==> src/rtl/req_issue_queue_if.sv <==
// Handshake bundle between a request producer/issue consumer (master) and
// the request issue queue (slave).
interface req_issue_queue_if #(
    parameter int DATA_W = 4,
    parameter int DEPTH  = 4
);
    localparam int OCC_W = $clog2(DEPTH) + 1;

    logic              req_valid;
    logic              req_ready;
    logic [DATA_W-1:0] req_data;
    logic              issue_valid;
    logic              issue_ready;
    logic [DATA_W-1:0] issue_data;
    logic [OCC_W-1:0]  occupancy;
    logic              stall_timeout;
    logic              stall_clr;

    modport master (
        output req_valid, req_data, issue_ready, stall_clr,
        input  req_ready, issue_valid, issue_data, occupancy, stall_timeout
    );

    modport slave (
        input  req_valid, req_data, issue_ready, stall_clr,
        output req_ready, issue_valid, issue_data, occupancy, stall_timeout
    );
endinterface

==> src/rtl/req_issue_queue.sv <==
// Tagged-request FIFO feeding a valid/ready issue port, with a sticky watchdog
// that flags issue-side stalls longer than the downstream busy window.
module req_issue_queue #(
    parameter int DATA_W   = 4,
    parameter int DEPTH    = 4,
    parameter int MAX_WAIT = 10
) (
    input  logic               clk,
    input  logic               rst,
    req_issue_queue_if.slave   q_if
);
    localparam int PTR_W  = $clog2(DEPTH);
    localparam int OCC_W  = PTR_W + 1;
    localparam int WAIT_W = $clog2(MAX_WAIT + 2);

    localparam logic [OCC_W-1:0]  OCC_FULL = OCC_W'(DEPTH);
    localparam logic [WAIT_W-1:0] WAIT_LIM = WAIT_W'(MAX_WAIT);
    localparam logic [WAIT_W-1:0] WAIT_SAT = WAIT_W'(MAX_WAIT + 1);

    logic [DATA_W-1:0] mem_q [DEPTH];
    logic [PTR_W-1:0]  wr_ptr_q, wr_ptr_d;
    logic [PTR_W-1:0]  rd_ptr_q, rd_ptr_d;
    logic [OCC_W-1:0]  occ_q, occ_d;
    logic [WAIT_W-1:0] wait_cnt_q, wait_cnt_d;
    logic              stall_q, stall_d;

    logic req_ready;
    logic issue_valid;
    logic push;
    logic pop;
    logic stalled;

    // Handshake flags come from registered state only, so a pop can never
    // open a push slot in the same cycle when the queue is full.
    assign req_ready   = (occ_q < OCC_FULL);
    assign issue_valid = (occ_q != '0);
    assign push        = q_if.req_valid & req_ready;
    assign pop         = issue_valid & q_if.issue_ready;
    assign stalled     = issue_valid & ~q_if.issue_ready;

    assign q_if.req_ready     = req_ready;
    assign q_if.issue_valid   = issue_valid;
    assign q_if.issue_data    = issue_valid ? mem_q[rd_ptr_q] : '0;
    assign q_if.occupancy     = occ_q;
    assign q_if.stall_timeout = stall_q;

    always_comb begin
        // NOTE: every signal gets a default first so no path leaves it unassigned,
        // which would otherwise infer a latch.
        wr_ptr_d   = wr_ptr_q;
        rd_ptr_d   = rd_ptr_q;
        occ_d      = occ_q;
        wait_cnt_d = wait_cnt_q;
        stall_d    = stall_q;

        // Pointers are exactly log2(DEPTH) bits, so wrap modulo DEPTH is free.
        if (push) wr_ptr_d = wr_ptr_q + PTR_W'(1);
        if (pop)  rd_ptr_d = rd_ptr_q + PTR_W'(1);

        case ({push, pop})
            2'b10:   occ_d = occ_q + OCC_W'(1);
            2'b01:   occ_d = occ_q - OCC_W'(1);
            default: occ_d = occ_q;
        endcase

        if (!issue_valid || pop) begin
            wait_cnt_d = '0;
        end else if (wait_cnt_q != WAIT_SAT) begin
            wait_cnt_d = wait_cnt_q + WAIT_W'(1);
        end

        // Setting has priority over a coincident clear.
        if (stalled && (wait_cnt_q == WAIT_LIM)) begin
            stall_d = 1'b1;
        end else if (q_if.stall_clr) begin
            stall_d = 1'b0;
        end
    end

    // NOTE: sequential state uses non-blocking assignments so every register
    // samples pre-edge values regardless of block evaluation order.
    always_ff @(posedge clk) begin
        if (rst) begin
            wr_ptr_q   <= '0;
            rd_ptr_q   <= '0;
            occ_q      <= '0;
            wait_cnt_q <= '0;
            stall_q    <= 1'b0;
        end else begin
            wr_ptr_q   <= wr_ptr_d;
            rd_ptr_q   <= rd_ptr_d;
            occ_q      <= occ_d;
            wait_cnt_q <= wait_cnt_d;
            stall_q    <= stall_d;
        end
    end

    // NOTE: storage is deliberately not reset; issue_data is masked while empty,
    // so stale contents are never observable and the array maps to plain flops/RAM.
    always_ff @(posedge clk) begin
        if (push && !rst) begin
            mem_q[wr_ptr_q] <= q_if.req_data;
        end
    end
endmodule
==> src/flat_wrapper.sv <==
// flat-port wrapper written by rule: the top's interface ports become plain ports
module req_issue_queue_flat 
#(
    parameter int DATA_W   = 4,
    parameter int DEPTH    = 4,
    parameter int MAX_WAIT = 10
)
  (clk, rst, q_if_req_valid, q_if_req_data, q_if_issue_ready, q_if_stall_clr, q_if_req_ready, q_if_issue_valid, q_if_issue_data, q_if_occupancy, q_if_stall_timeout);
  req_issue_queue_if #(.DATA_W(DATA_W), .DEPTH(DEPTH)) q_if_i ();
  input  logic clk;
  input  logic rst;
  input wire logic [$bits(q_if_i.req_valid)-1:0] q_if_req_valid;
  input wire logic [$bits(q_if_i.req_data)-1:0] q_if_req_data;
  input wire logic [$bits(q_if_i.issue_ready)-1:0] q_if_issue_ready;
  input wire logic [$bits(q_if_i.stall_clr)-1:0] q_if_stall_clr;
  output wire logic [$bits(q_if_i.req_ready)-1:0] q_if_req_ready;
  output wire logic [$bits(q_if_i.issue_valid)-1:0] q_if_issue_valid;
  output wire logic [$bits(q_if_i.issue_data)-1:0] q_if_issue_data;
  output wire logic [$bits(q_if_i.occupancy)-1:0] q_if_occupancy;
  output wire logic [$bits(q_if_i.stall_timeout)-1:0] q_if_stall_timeout;
  assign q_if_i.req_valid = q_if_req_valid;
  assign q_if_i.req_data = q_if_req_data;
  assign q_if_i.issue_ready = q_if_issue_ready;
  assign q_if_i.stall_clr = q_if_stall_clr;
  assign q_if_req_ready = q_if_i.req_ready;
  assign q_if_issue_valid = q_if_i.issue_valid;
  assign q_if_issue_data = q_if_i.issue_data;
  assign q_if_occupancy = q_if_i.occupancy;
  assign q_if_stall_timeout = q_if_i.stall_timeout;
  req_issue_queue #(.DATA_W(DATA_W), .DEPTH(DEPTH), .MAX_WAIT(MAX_WAIT)) u_core (.clk(clk), .rst(rst), .q_if(q_if_i));
endmodule
==> config.mk <==
export PLATFORM = sky130hd
export DESIGN_NAME = req_issue_queue_flat
export DESIGN_NICKNAME = d
export VERILOG_FILES = /design/src/rtl/req_issue_queue_if.sv /design/src/rtl/req_issue_queue.sv /design/src/flat_wrapper.sv
export SDC_FILE = /design/constraint.sdc
export NUM_CORES = 1
export LEC_CHECK = 0
export ABC_AREA = 1
export ABC_CLOCK_PERIOD_IN_PS = 2400
export CORE_UTILIZATION = 35
export CTS_BUF_LIST = sky130_fd_sc_hd__clkbuf_8
export CTS_CLUSTER_DIAMETER = 100
export DETAILED_ROUTE_END_ITERATION = 10
export GPL_TIMING_DRIVEN = 0
export HOLD_SLACK_MARGIN = 0.06
export PLACE_DENSITY_LB_ADDON = 0.08
export SLEW_MARGIN = 10
export SYNTH_ARGS = -nofsm -noshare
export SYNTH_HDL_FRONTEND = slang
export SYNTH_SLANG_ARGS = --single-unit
==> constraint.sdc <==
create_clock -name clk -period 2.4 [get_ports clk]
set_input_delay 0.24 -clock clk [delete_from_list [all_inputs] [get_ports clk]]
set_output_delay 0.24 -clock clk [all_outputs]
set_load 0.005 [all_outputs]
==> run summary, run 1 <==
For hold timing, the worst endpoint is u_core.q_if.stall_timeout. For this run, design rule violations remaining after detail routing come to 0. Sequential elements use 55.2% of the synthesized area. The number of antenna-violating nets in the routed design is 0, and the multiplexer fraction of the synthesized cell area is 0%. TritonCTS built the clock tree. The net count of the finished layout is 192. The post-synthesis cell count is 150, and the number of buffers inserted for hold repair after clock tree synthesis is 0.

Of all nets on the critical path, the largest fanout is 7. In this run, synthesis produced a sequential element count of 30. The worst hold path passes through 2 cells.

The run gives 0.000421 V as the highest ir drop seen on vdd. The buffer cell driving the clock tree root was sky130_fd_sc_hd__clkbuf_8. In the finished design, the share of the clock period the worst path needs comes to 78.3%. The kind of critical path is reg2out. The die is 64.7 µm tall. The worst pin sits at a relative slew slack of 69.4%. Summing over every cut layer, the via total after detailed routing is 998. The number of antenna violations at the first check in global routing is 0.

The power per unit of standard cell area is 946 mW/mm², and the number of core rows is 22. Across the routed clock network, the largest skew measured is 0.00195 ns. The leading cell type by number of instances after synthesis is sky130_fd_sc_hd__nand2_1. After clock tree synthesis, the clock-pin slew on the worst setup and hold paths is 0.06 ns. The floorplan step set the die width to 64.7 µm.

Before CTS, the worst setup slack after placement is 0.346 ns. The worst setup path is launched from a register. The per-cell routed wire length is 11.3 µm, and the iteration count of the initial detailed-routing pass is 4. The gate family responsible for the most delay along the worst path is buffers and inverters.

For the number of distinct library cell variants in the gate-level netlist after synthesis, the log shows 18. The detailed router's first-iteration violation count came out at 39. The main combinational cell family by area after synthesis was simple AND/OR/NAND/NOR gates. Worst reg2reg path startpoint: u_core.q_if.occupancy[2].

The critical path goes through inv_2, nand3_4, inv_1, a21oi_1, clkdlybuf4s50_1. Of the total synthesized cell area, the portion taken by full adders, half adders and majority gates is 7.81%. On the critical path, the stage with the largest delay is an instance of sky130_fd_sc_hd__clkdlybuf4s50_1.

The clock reaches the later pin of the worst-skew pair after 0.28 ns. The actual transition at the worst max-transition pin was 0.457 ns; the post-CTS repair timing setup buffer count was 0. CTS saw 30 sinks. The mean number of vias per cell is 4.46, and the effective utilization at floorplan is 37.1%.

Buffers placed on the I/O ports in this run total 18. The final critical path time including I/O delays and setup was 1.88 ns. The worst path setup slack after routing is 0.520 ns, and the simple-gate share of the synthesized area is 20.6%.

The first global-routing pass estimated 4500 µm of wire. Summed over all cells, the static leakage comes to 0.703 nW. The critical path contains buffers and inverters numbering 3 combined. The type of element capturing the critical path is an output pin. The congestion estimate from routability-driven global placement came to 0.695. The tools report the top-level I/O count as 19.

The data required time of the critical path came out at 2.16 ns. The routed design has 2530 µm of wire. The worst hold path begins at u_core.q_if.stall_timeout. Entering global routing, the biggest net connects 10 pins. The maximum buffer depth of the clock tree was 2. The cell type with the largest total area after synthesis is sky130_fd_sc_hd__edfxtp_1. Across every metal layer, demand over resource in global routing totals 14.7%. The floorplan step defined a core boundary enclosing 0.00372 mm². In this design, the stage delay of the slowest critical-path cell is 0.52 ns. The mapped netlist covers 0.00138 mm². The detailed placer's ending HPWL is 1850 µm, and the leftover overflow at the end of global routing is 0. The number of antenna diodes in the final layout is 0. From synthesis to final layout, the design area changed by 24.1%. The number of buffers created by CTS was 5; the level count of the clock H-tree was 2. A synthesized cell averages 9.18 µm². The leading register cell type out of synthesis was sky130_fd_sc_hd__edfxtp_1. The share of Yosys cell area claimed by the top area cell type is 34.9%, and the slack of the worst reg-to-reg path is 0.53 ns.

Arrival time of the worst setup path: 1.64 ns. The number of warnings printed during yosys synthesis is 0, and the fraction of registers with async set/reset is 0%. By area the synthesized netlist is led by sky130_fd_sc_hd__edfxtp_1 (35%), sky130_fd_sc_hd__dfxtp_1 (20%), sky130_fd_sc_hd__nand2_1 (8.4%), sky130_fd_sc_hd__ha_1 (6.4%), sky130_fd_sc_hd__nor2_1 (6.0%). For this run, the top clock speed supported by timing is 532 MHz. Number of fillers in the final layout: 387. The commonest cells after synthesis are sky130_fd_sc_hd__nand2_1 (31), sky130_fd_sc_hd__nor2_1 (22), sky130_fd_sc_hd__inv_1 (20), sky130_fd_sc_hd__edfxtp_1 (16). Once the clock tree was built, the resizer swapped 0 gates to a different size.

The number of hold violations in the final report is 0, and the compound-cell area share of the yosys netlist is 8.63%. The worst register-to-register path ends at u_core.q_if.occupancy[2]. The run finished with clean final reports. The count of flip-flops with a built-in enable after synthesis is 16, and the max-slew violation count is 0. The min-delay analysis places its worst path in the category reg2reg. Summing the areas of all xor and xnor instances in the mapped netlist gives 0% of the synthesized area. Setup repair after global routing left no endpoint under its margin.

The tools report the max-capacitance violation count as 0. The die covers 0.00419 mm². The depth of the worst register-to-register path was 12; the via count of the first global-routing pass was 1003.

Cells with a size suffix above 1 make up 9.66% of the layout. The number of nets produced by synthesis was 167. The number of setup violations in the final report came out at 0.

Setup total negative slack on the finished layout was measured at 0 ns.
## metrics by stage
| stage | power [mW] | utilization (%) | cells | cell area (µm²) | hold slack, ns |
|---|---|---|---|---|---|
| 6_report | 1.62 | 46.0 | 224 | 1710 | 0.471 |
| 2_1_floorplan | 0.985 | - | 150 | 1380 | 0.339 |
| 5_1_grt | 1.75 | 46.0 | 224 | 1710 | 0.493 |
| 3_3_place_gp | 1.21 | 43.5 | 216 | 1620 | 0.452 |
| 4_1_cts | 1.64 | 46.0 | 224 | 1710 | 0.484 |
| 3_5_place_dp | 1.23 | 43.5 | 216 | 1620 | 0.471 |
## worst max-delay path by stage
stage | slack, ns | startpoint | endpoint | depth (start not counted)
global route | 0.34 | u_core.q_if.occupancy[1] | u_core.q_if.occupancy[2] | 12
CTS | 0.48 | u_core.q_if.occupancy[1] | q_if_issue_data[1] | 5
floorplan | 0.68 | u_core.q_if.occupancy[2] | u_core.q_if.occupancy[2] | 13
detailed placement | 0.35 | q_if_issue_ready | u_core.q_if.occupancy[2] | 12
finish | 0.52 | u_core.q_if.occupancy[2] | q_if_issue_data[1] | 5
global placement | 0.37 | q_if_issue_ready | u_core.q_if.occupancy[2] | 12
## sequential cells by signal (all words and copies together), names as in the netlist, named ones only
| name | count |
|---|---|
| u_core.mem_q | 16 |
| u_core.wr_ptr_q | 2 |
| u_core.wait_cnt_q | 4 |
| u_core.q_if.stall_timeout | 1 |
| u_core.rd_ptr_q | 2 |
| u_core.q_if.occupancy | 3 |
## logic make-up after synthesis
family,after synthesis
DFF,30
AOI/OAI and AO/OA,23
adders and majority gates,8
and+or+nand+nor,64
buffers and inverters,25
## layout by cell type, fill, tap and decap left out, drive strengths merged
| cell | instances |
|---|---|
| nand3 | 7 |
| o21ai | 9 |
| buf | 1 |
| clkdlybuf4s50 | 18 |
| nand2 | 33 |
| dfxtp | 14 |
| nor2 | 22 |
| a21oi | 14 |
| nand4 | 2 |
| inv | 24 |
| edfxtp | 16 |
| clkinv | 2 |
| ha | 7 |
| clkbuf | 6 |
| fa | 1 |
## layout make-up
class | count | area [µm²] | share of cell area, %
clock inverter | 2 | 8.76 | 0.512
inverter | 24 | 95.1 | 5.56
buffer | 1 | 11.3 | 0.659
timing repair buffer | 18 | 180 | 10.5
tap | 48 | 60.1 | 3.51
clock buffer | 6 | 82.6 | 4.83
sequential | 30 | 761 | 44.5
multi-input combinational | 95 | 510 | 29.9
## tightest hold or removal path: cells and delay by family, from the launching register on
kind | cells | cell delay [ns]
AOI/OAI and AO/OA | 1 | 0.05
DFF | 1 | 0.33
and+or+nand+nor | 1 | 0.07
## power by group
group | total [mW] | internal [mW] | switching [mW]
Combinational | 0.567 | 0.257 | 0.309
Clock | 0.404 | 0.226 | 0.178
Sequential | 0.645 | 0.606 | 0.0394
## metal layers
metal / vias to the layer above / wire length (µm) / global-route usage, %
met5: - / 0 / 0
met4: 0 / 57 / 8.33
met3: 8 / 86 / 3.87
met2: 12 / 1220 / 24.0
met1: 447 / 1170 / 17.4
li1: 531 / - / -
No activity file was read; power rests on OpenSTA's default activity.
==> run 2, diff against run 1 <==
--- a/config.mk
+++ b/config.mk
@@ -6,7 +6,7 @@
 export NUM_CORES = 1
 export LEC_CHECK = 0
 export ABC_AREA = 1
-export ABC_CLOCK_PERIOD_IN_PS = 2400
+export ABC_CLOCK_PERIOD_IN_PS = 1580
 export CORE_UTILIZATION = 35
 export CTS_BUF_LIST = sky130_fd_sc_hd__clkbuf_8
 export CTS_CLUSTER_DIAMETER = 100
==> constraint.sdc (replaced) <==
create_clock -name clk -period 1.58 [get_ports clk]
set_input_delay 0.158 -clock clk [delete_from_list [all_inputs] [get_ports clk]]
set_output_delay 0.158 -clock clk [all_outputs]
set_load 0.005 [all_outputs]
==> run summary, run 2 (same netlist as run 1, synthesis figures left out) <==
The run gives 0 as the max-capacitance violation count. In this run the number of H-tree levels came out at 2. The detailed router's first-iteration violation count was 46. In this run the count of I/O pins placed on the die edge is 19. Data on the critical path arrives at its endpoint at 1.80 ns. Ranked by flip-flop count, first place goes to u_core.mem_q.

For the pin with the worst max-slew slack, the measured transition is 0.441 ns. Clock skew on the completed layout was measured at 0.00312 ns. The via count of the first global-routing pass was 969. The critical path is of the reg2reg type. The logs give 616 MHz for the highest achievable clock rate and -0.04 ns for the slack of the worst reg-to-reg path. The run gives 1.76 ns as the data required time of the critical path.

Worst slack at placement: -0.340 ns. The later pin in the worst-skew pair is clocked with a latency of 0.28 ns. Once detail routing completed, the nets flagged for antenna violations numbered 0.

The number of antenna violations at the first check in global routing is 0, and the via count is 1050. For this run, the detailed router's first-pass iteration total came to 4. In the routed layout, each cell is associated on average with a via count of 4.51. Buffers inserted to repair hold after CTS numbered 0. The sort of element at the start of the critical path is a register. The power per unit of standard cell area came out at 1480 mW/mm². Setup repair after global routing could not meet its margin everywhere. The run gives 0 as the max-slew violation count. TritonCTS built the clock tree.

Clock tree synthesis selected as its root buffer the cell sky130_fd_sc_hd__clkbuf_8. The setup total negative slack was -0.0423 ns. The flow ran to the end, but the final reports show violations. Count of antenna diodes in the layout: 0. For the post-route DRC violation count, the log shows 0.

The number of core rows is 22, and the final critical path time including I/O delays and setup is 1.62 ns. The register with the most flip-flops in the layout has 16 of them. From synthesis to final layout, the design area changed by 32.6%. Summing internal, switching and leakage power gives 2.69 mW.

Worst path setup slack after routing: -0.0423 ns. Of all nets on the critical path, the largest fanout is 5. The tools report the floorplan die area as 0.00419 mm².

Detailed placement finished with a half-perimeter wire length of 1740 µm. The number of hold violations in the final report was 0; the number of non-filler instances in the completed layout was 233. The number of setup violations in the final report is 1, and the number of buffers created by CTS is 5. Clock-pin slew was measured on the worst setup and hold paths at 0.06 ns. The post-route netlist has 23.2% of its cells at a drive strength greater than 1.

After detailed routing, the average wire length per cell comes to 10.7 µm. For this configuration, the core starts out at a cell density of 37.1%. The core region is 0.00372 mm². CTS saw 30 sinks. Entering global routing, the biggest net connects 11 pins.

The leakage component of the power was 0.751 nW; the width of the die was 64.7 µm. The logs give 369 for the number of fillers in the final layout and 4170 µm for the wire length of the first global-routing pass. The library cell used most frequently in the layout, excluding fill and tap cells, is sky130_fd_sc_hd__nand2_1. Global routing finished with a remaining overflow of 0.

Including well taps, the total number of placed cells is 216. The final period utilization came out at 103%. The top cell types in the final layout, fill and taps aside, are sky130_fd_sc_hd__nand2_1 (29), sky130_fd_sc_hd__nor2_1 (21), sky130_fd_sc_hd__edfxtp_1 (16). Global routing used 13.8% of the available tracks across all layers. The final standard cell utilization of the core came out at 49.2%. The routed design has 2490 µm of wire. The die is 64.7 µm tall. The count of port buffers added during placement is 18. The worst hold path belongs to the class reg2reg. Placer's final routability congestion estimate: 0.686. The checks that failed: negative setup slack. In this run the tightest slew margin relative to its limit is 70.5%. STA classifies the critical path endpoint as a register. VDD sags by at most 0.000706 V. The logs give 2 for the maximum buffer depth of the clock tree and 201 for the net count reported at finish.
[run 2: changes by cell type in the layout (fill, tap and decap cells not counted), moves of 2 or more]
cell | previous run | this run
sky130_fd_sc_hd__buf_4 | 0 | 8
sky130_fd_sc_hd__dfxtp_2 | 0 | 4
sky130_fd_sc_hd__dlygate4sd2_1 | 0 | 2
sky130_fd_sc_hd__inv_4 | 0 | 2
sky130_fd_sc_hd__inv_2 | 3 | 5
sky130_fd_sc_hd__inv_1 | 21 | 15
sky130_fd_sc_hd__clkdlybuf4s15_1 | 0 | 3
sky130_fd_sc_hd__nand2_2 | 2 | 4
sky130_fd_sc_hd__clkdlybuf4s50_1 | 18 | 13
sky130_fd_sc_hd__nand2_1 | 31 | 29
sky130_fd_sc_hd__dfxtp_1 | 14 | 10
[run 2: worst paths after layout]
check / start / endpoint / depth (start not counted)
hold reg to reg: u_core.q_if.stall_timeout / u_core.q_if.stall_timeout / 2
setup reg to reg: u_core.q_if.occupancy[2] / u_core.q_if.occupancy[2] / 13
setup / recovery: u_core.q_if.occupancy[2] / u_core.q_if.occupancy[2] / 13
hold / removal: u_core.q_if.stall_timeout / u_core.q_if.stall_timeout / 2
[run 2: report_power, final]
part           switching, mW  internal [mW]  total [mW]
Sequential            0.0578          0.928       0.986
Clock                  0.283          0.349       0.632
Combinational          0.560          0.516        1.08
[run 2: what timing repair did]
action                                 4_1_cts  5_1_grt
buffers inserted                             3        5
gates resized for setup                      6       16
setup endpoints to repair                    6        5
endpoints found under the hold margin        0        0
pin swaps                                    1        5
gates cloned                                 0        1
[run 2: metal layers]
layer	share of wire [%]	vias up	track usage [%]	routed length [µm]
met1	43	470	15.8	1080
met4	2.6	0	8.06	64
met2	49	23	21.5	1210
met5	0	-	0	0
li1	-	549	-	-
met3	5.3	8	5.46	133
[run 2: area by class of cell]
class | instances | area (µm²) | area share, %
sequential | 30 | 766 | 41.9
buffer | 1 | 11.3 | 0.616
tap | 48 | 60.1 | 3.29
timing repair buffer | 27 | 243 | 13.3
clock buffer | 6 | 82.6 | 4.52
multi-input combinational | 95 | 547 | 29.9
clock inverter | 2 | 12.5 | 0.685
inverter | 24 | 105 | 5.75
[run 2: per-stage QoR]
step	hold slack (ns)	cell area (µm²)
2_1_floorplan	0.257	1390
3_3_place_gp	0.438	1630
3_5_place_dp	0.448	1630
4_1_cts	0.479	1740
5_1_grt	0.495	1830
6_report	0.472	1830
[run 2: worst max-delay path, cell delays in order, from the launching register on]
cell and delay [ns]:
sky130_fd_sc_hd__dfxtp_2 0.36, sky130_fd_sc_hd__inv_4 0.06, sky130_fd_sc_hd__nand3_4 0.07, sky130_fd_sc_hd__inv_6 0.04
sky130_fd_sc_hd__nor2_4 0.12, sky130_fd_sc_hd__ha_4 0.16, sky130_fd_sc_hd__inv_4 0.04, sky130_fd_sc_hd__fa_2 0.37
sky130_fd_sc_hd__inv_2 0.07, sky130_fd_sc_hd__nand2_2 0.05, sky130_fd_sc_hd__nand3_2 0.05, sky130_fd_sc_hd__nand2_1 0.05
sky130_fd_sc_hd__inv_1 0.05, sky130_fd_sc_hd__nor2_1 0.03
==> run 3, diff against run 2 <==
--- a/config.mk
+++ b/config.mk
@@ -7,7 +7,7 @@
 export LEC_CHECK = 0
 export ABC_AREA = 1
 export ABC_CLOCK_PERIOD_IN_PS = 1580
-export CORE_UTILIZATION = 35
+export CORE_UTILIZATION = 45
 export CTS_BUF_LIST = sky130_fd_sc_hd__clkbuf_8
 export CTS_CLUSTER_DIAMETER = 100
 export DETAILED_ROUTE_END_ITERATION = 10
==> run summary, run 3 (same netlist as run 1, synthesis figures left out) <==
For this run, the detailed router's first-pass iteration total came to 7. Between clock sinks in the finished design, the worst skew comes to 0.00610 ns. Count of antenna diodes in the layout: 0. Worst hold endpoint: u_core.q_if.stall_timeout. The final standard cell utilization of the core is 62.6%, and the level count of the clock H-tree is 2.

The number of hold violations in the final report was 0. The layout has 243 filler cells. In the final routed layout, each cell accounts on average for 11.6 µm. The mean number of vias per cell came out at 4.94.

STA puts the critical path data required time at 1.75 ns. For the number of setup violations in the final report, the log shows 2. Synthesis-to-finish area growth: 28.6%.

The library cells used most frequently in the layout, excluding fill and tap cells, are sky130_fd_sc_hd__nand2_1 (29), sky130_fd_sc_hd__nor2_1 (21), sky130_fd_sc_hd__inv_1 (17). The placer's final routability congestion estimate is 0.755. Of the cells placed in the final design, the portion with a size suffix greater than 1 is 22.3%. The initial utilization of the core area, before any placement, comes to 48.7%.

Number of antenna violations at the first check in global routing: 0. Flip-flop count of the largest register, all copies and words added: 16. Power spread over the standard cell area amounts to 1480 mW/mm².

The worst reg2reg path startpoint is u_core.q_if.occupancy[1]. The arrival time of the worst setup path came out at 1.77 ns. The analysis attributes to cell leakage a power of 0.748 nW. Along the worst hold path, the cell count comes to 2.

The final reports fail on design-rule violations, negative setup slack. The core region is 0.00283 mm². The wire length of the first global-routing pass is 4190 µm. The tools report the startpoint of the most critical hold path as u_core.q_if.stall_timeout. In this run the remaining antenna-violating nets after routing total 0. At the later pin of the worst-skew pair, clock insertion delay measures 0.27 ns. Counting cells, the worst reg-to-reg path comes to 13. The multi-input combinational cells in the finished layout cover a total of 543 µm². The logs give 70.5% for the headroom to the max-slew limit and -0.01 ns for the slack of the worst reg-to-reg path. The tools report the floorplan die area as 0.00329 mm². The final critical path time including I/O delays and setup was 1.59 ns; the width of the die was 57.3 µm. The routed layout has 1063 vias.

The endpoint identified for the worst register-to-register timing path is u_core.q_if.occupancy[2]. In this run the core area contains 19 standard-cell rows. The number of clock sinks was 30; the number of buffers inserted for hold repair after clock tree synthesis was 0.

The worst setup path is captured at a register. Leaving out fill and tap cells, the most frequent cell in the layout is sky130_fd_sc_hd__nand2_1. Entering global routing, the biggest net connects 10 pins. Static timing analysis puts the maximum clock frequency at 627 MHz. Across every metal layer, demand over resource in global routing totals 18.1%.

The worst path setup slack after routing is -0.0148 ns, and the clock-pin transition on the worst setup and hold timing paths is 0.06 ns. For this block, the initial DRC count from the detailed router was 52. Detailed placement finished with a half-perimeter wire length of 1770 µm.

Total length of routed wires: 2490 µm. TritonCTS built the clock tree. The clock passes through at most 2 buffers. The total overflow left after global routing is 0. The worst setup path is of the reg2reg kind. Via count of the first global-routing pass: 991. The run finished, with violations left.

Highest ir drop seen on vdd: 0.000926 V. The completed layout was analyzed and its total power is 2.63 mW. In the routed design, unresolved DRC markers number 4. The storage element area was 764 µm². In this run, CTS created clock tree buffers numbering 5. STA classifies the critical path startpoint as a register. The max-capacitance violation count came out at 0.

For this design the top-level I/O count stands at 19. The tightest min-delay check is of the reg2reg type. The net count reported at finish was 200; the max-slew violation count was 0.

u_core.mem_q holds more flip-flops than any other register. In this run the worst path has a maximum fanout of 2. Clock tree synthesis selected as its root buffer the cell sky130_fd_sc_hd__clkbuf_8.

The die is 57.3 µm tall. Dividing the final minimum period by the clock period gives 101%. At the pin with the least slew margin, the transition time is 0.440 ns. Buffers placed on the I/O ports in this run total 18.

Setup repair after global routing could not meet its margin everywhere.
-- run 3: worst max-delay path by stage --
stage	from	to	slack (ns)	cells past startpoint
2_1_floorplan	u_core.q_if.occupancy[0]	u_core.q_if.occupancy[2]	-0.03	13
3_5_place_dp	q_if_issue_ready	u_core.q_if.occupancy[2]	-0.32	12
6_report	u_core.q_if.occupancy[1]	u_core.q_if.occupancy[2]	-0.01	13
3_3_place_gp	q_if_issue_ready	u_core.q_if.occupancy[2]	-0.29	12
5_1_grt	u_core.q_if.occupancy[1]	u_core.q_if.occupancy[2]	-0.14	13
4_1_cts	u_core.q_if.occupancy[1]	u_core.q_if.occupancy[2]	-0.03	13
-- run 3: area by class of cell --
type / count / area share, %
clock buffer: 6 / 4.66
timing repair buffer: 26 / 12.6
clock inverter: 2 / 0.424
buffer: 1 / 0.636
inverter: 24 / 5.65
tap: 31 / 2.19
sequential: 30 / 43.1
multi-input combinational: 95 / 30.6
-- run 3: power by group --
part | switching (mW) | internal, mW
Combinational | 0.554 | 0.498
Sequential | 0.0552 | 0.927
Clock | 0.255 | 0.341
Total | 0.864 | 1.77
-- run 3: metrics by stage --
stage	hold WS, ns	worst slack [ns]	area [µm²]	setup TNS [ns]	std cells
2_1_floorplan	0.257	-0.0332	1390	-0.0332	150
3_3_place_gp	0.437	-0.289	1610	-1.66	199
3_5_place_dp	0.451	-0.319	1610	-2.15	199
4_1_cts	0.474	-0.0305	1750	-0.0398	213
5_1_grt	0.506	-0.137	1770	-0.214	215
6_report	0.469	-0.0148	1770	-0.0201	215
-- run 3: worst max-delay path, cell delays in order, from the launching register on --
cell and delay [ns]:
sky130_fd_sc_hd__dfxtp_2 0.34, sky130_fd_sc_hd__inv_2 0.05, sky130_fd_sc_hd__nand3_4 0.10, sky130_fd_sc_hd__inv_4 0.05, sky130_fd_sc_hd__nor2_4 0.10, sky130_fd_sc_hd__ha_4 0.16
sky130_fd_sc_hd__inv_4 0.04, sky130_fd_sc_hd__fa_2 0.37, sky130_fd_sc_hd__inv_2 0.06, sky130_fd_sc_hd__nand2_2 0.05, sky130_fd_sc_hd__nand3_2 0.06, sky130_fd_sc_hd__nand2_1 0.05
sky130_fd_sc_hd__inv_1 0.05, sky130_fd_sc_hd__nor2_1 0.03
-- run 3: repair_timing --
| item | in CTS | in global routing |
|---|---|---|
| cloned | 0 | 0 |
| setup buffers | 6 | 2 |
| resized for setup | 7 | 13 |
| setup endpoints to repair | 6 | 5 |
| pin swaps | 2 | 5 |
-- run 3: per-layer routing --
| layer | vias to the layer above | wire length, µm | share of wire (%) | GRT usage, % |
|---|---|---|---|---|
| li1 | 549 | - | - | - |
| met3 | 10 | 116 | 4.7 | 4.99 |
| met5 | - | 0 | 0 | 0 |
| met4 | 0 | 113 | 4.5 | 13.9 |
| met1 | 475 | 1030 | 41 | 20.4 |
| met2 | 29 | 1230 | 49 | 29.1 |
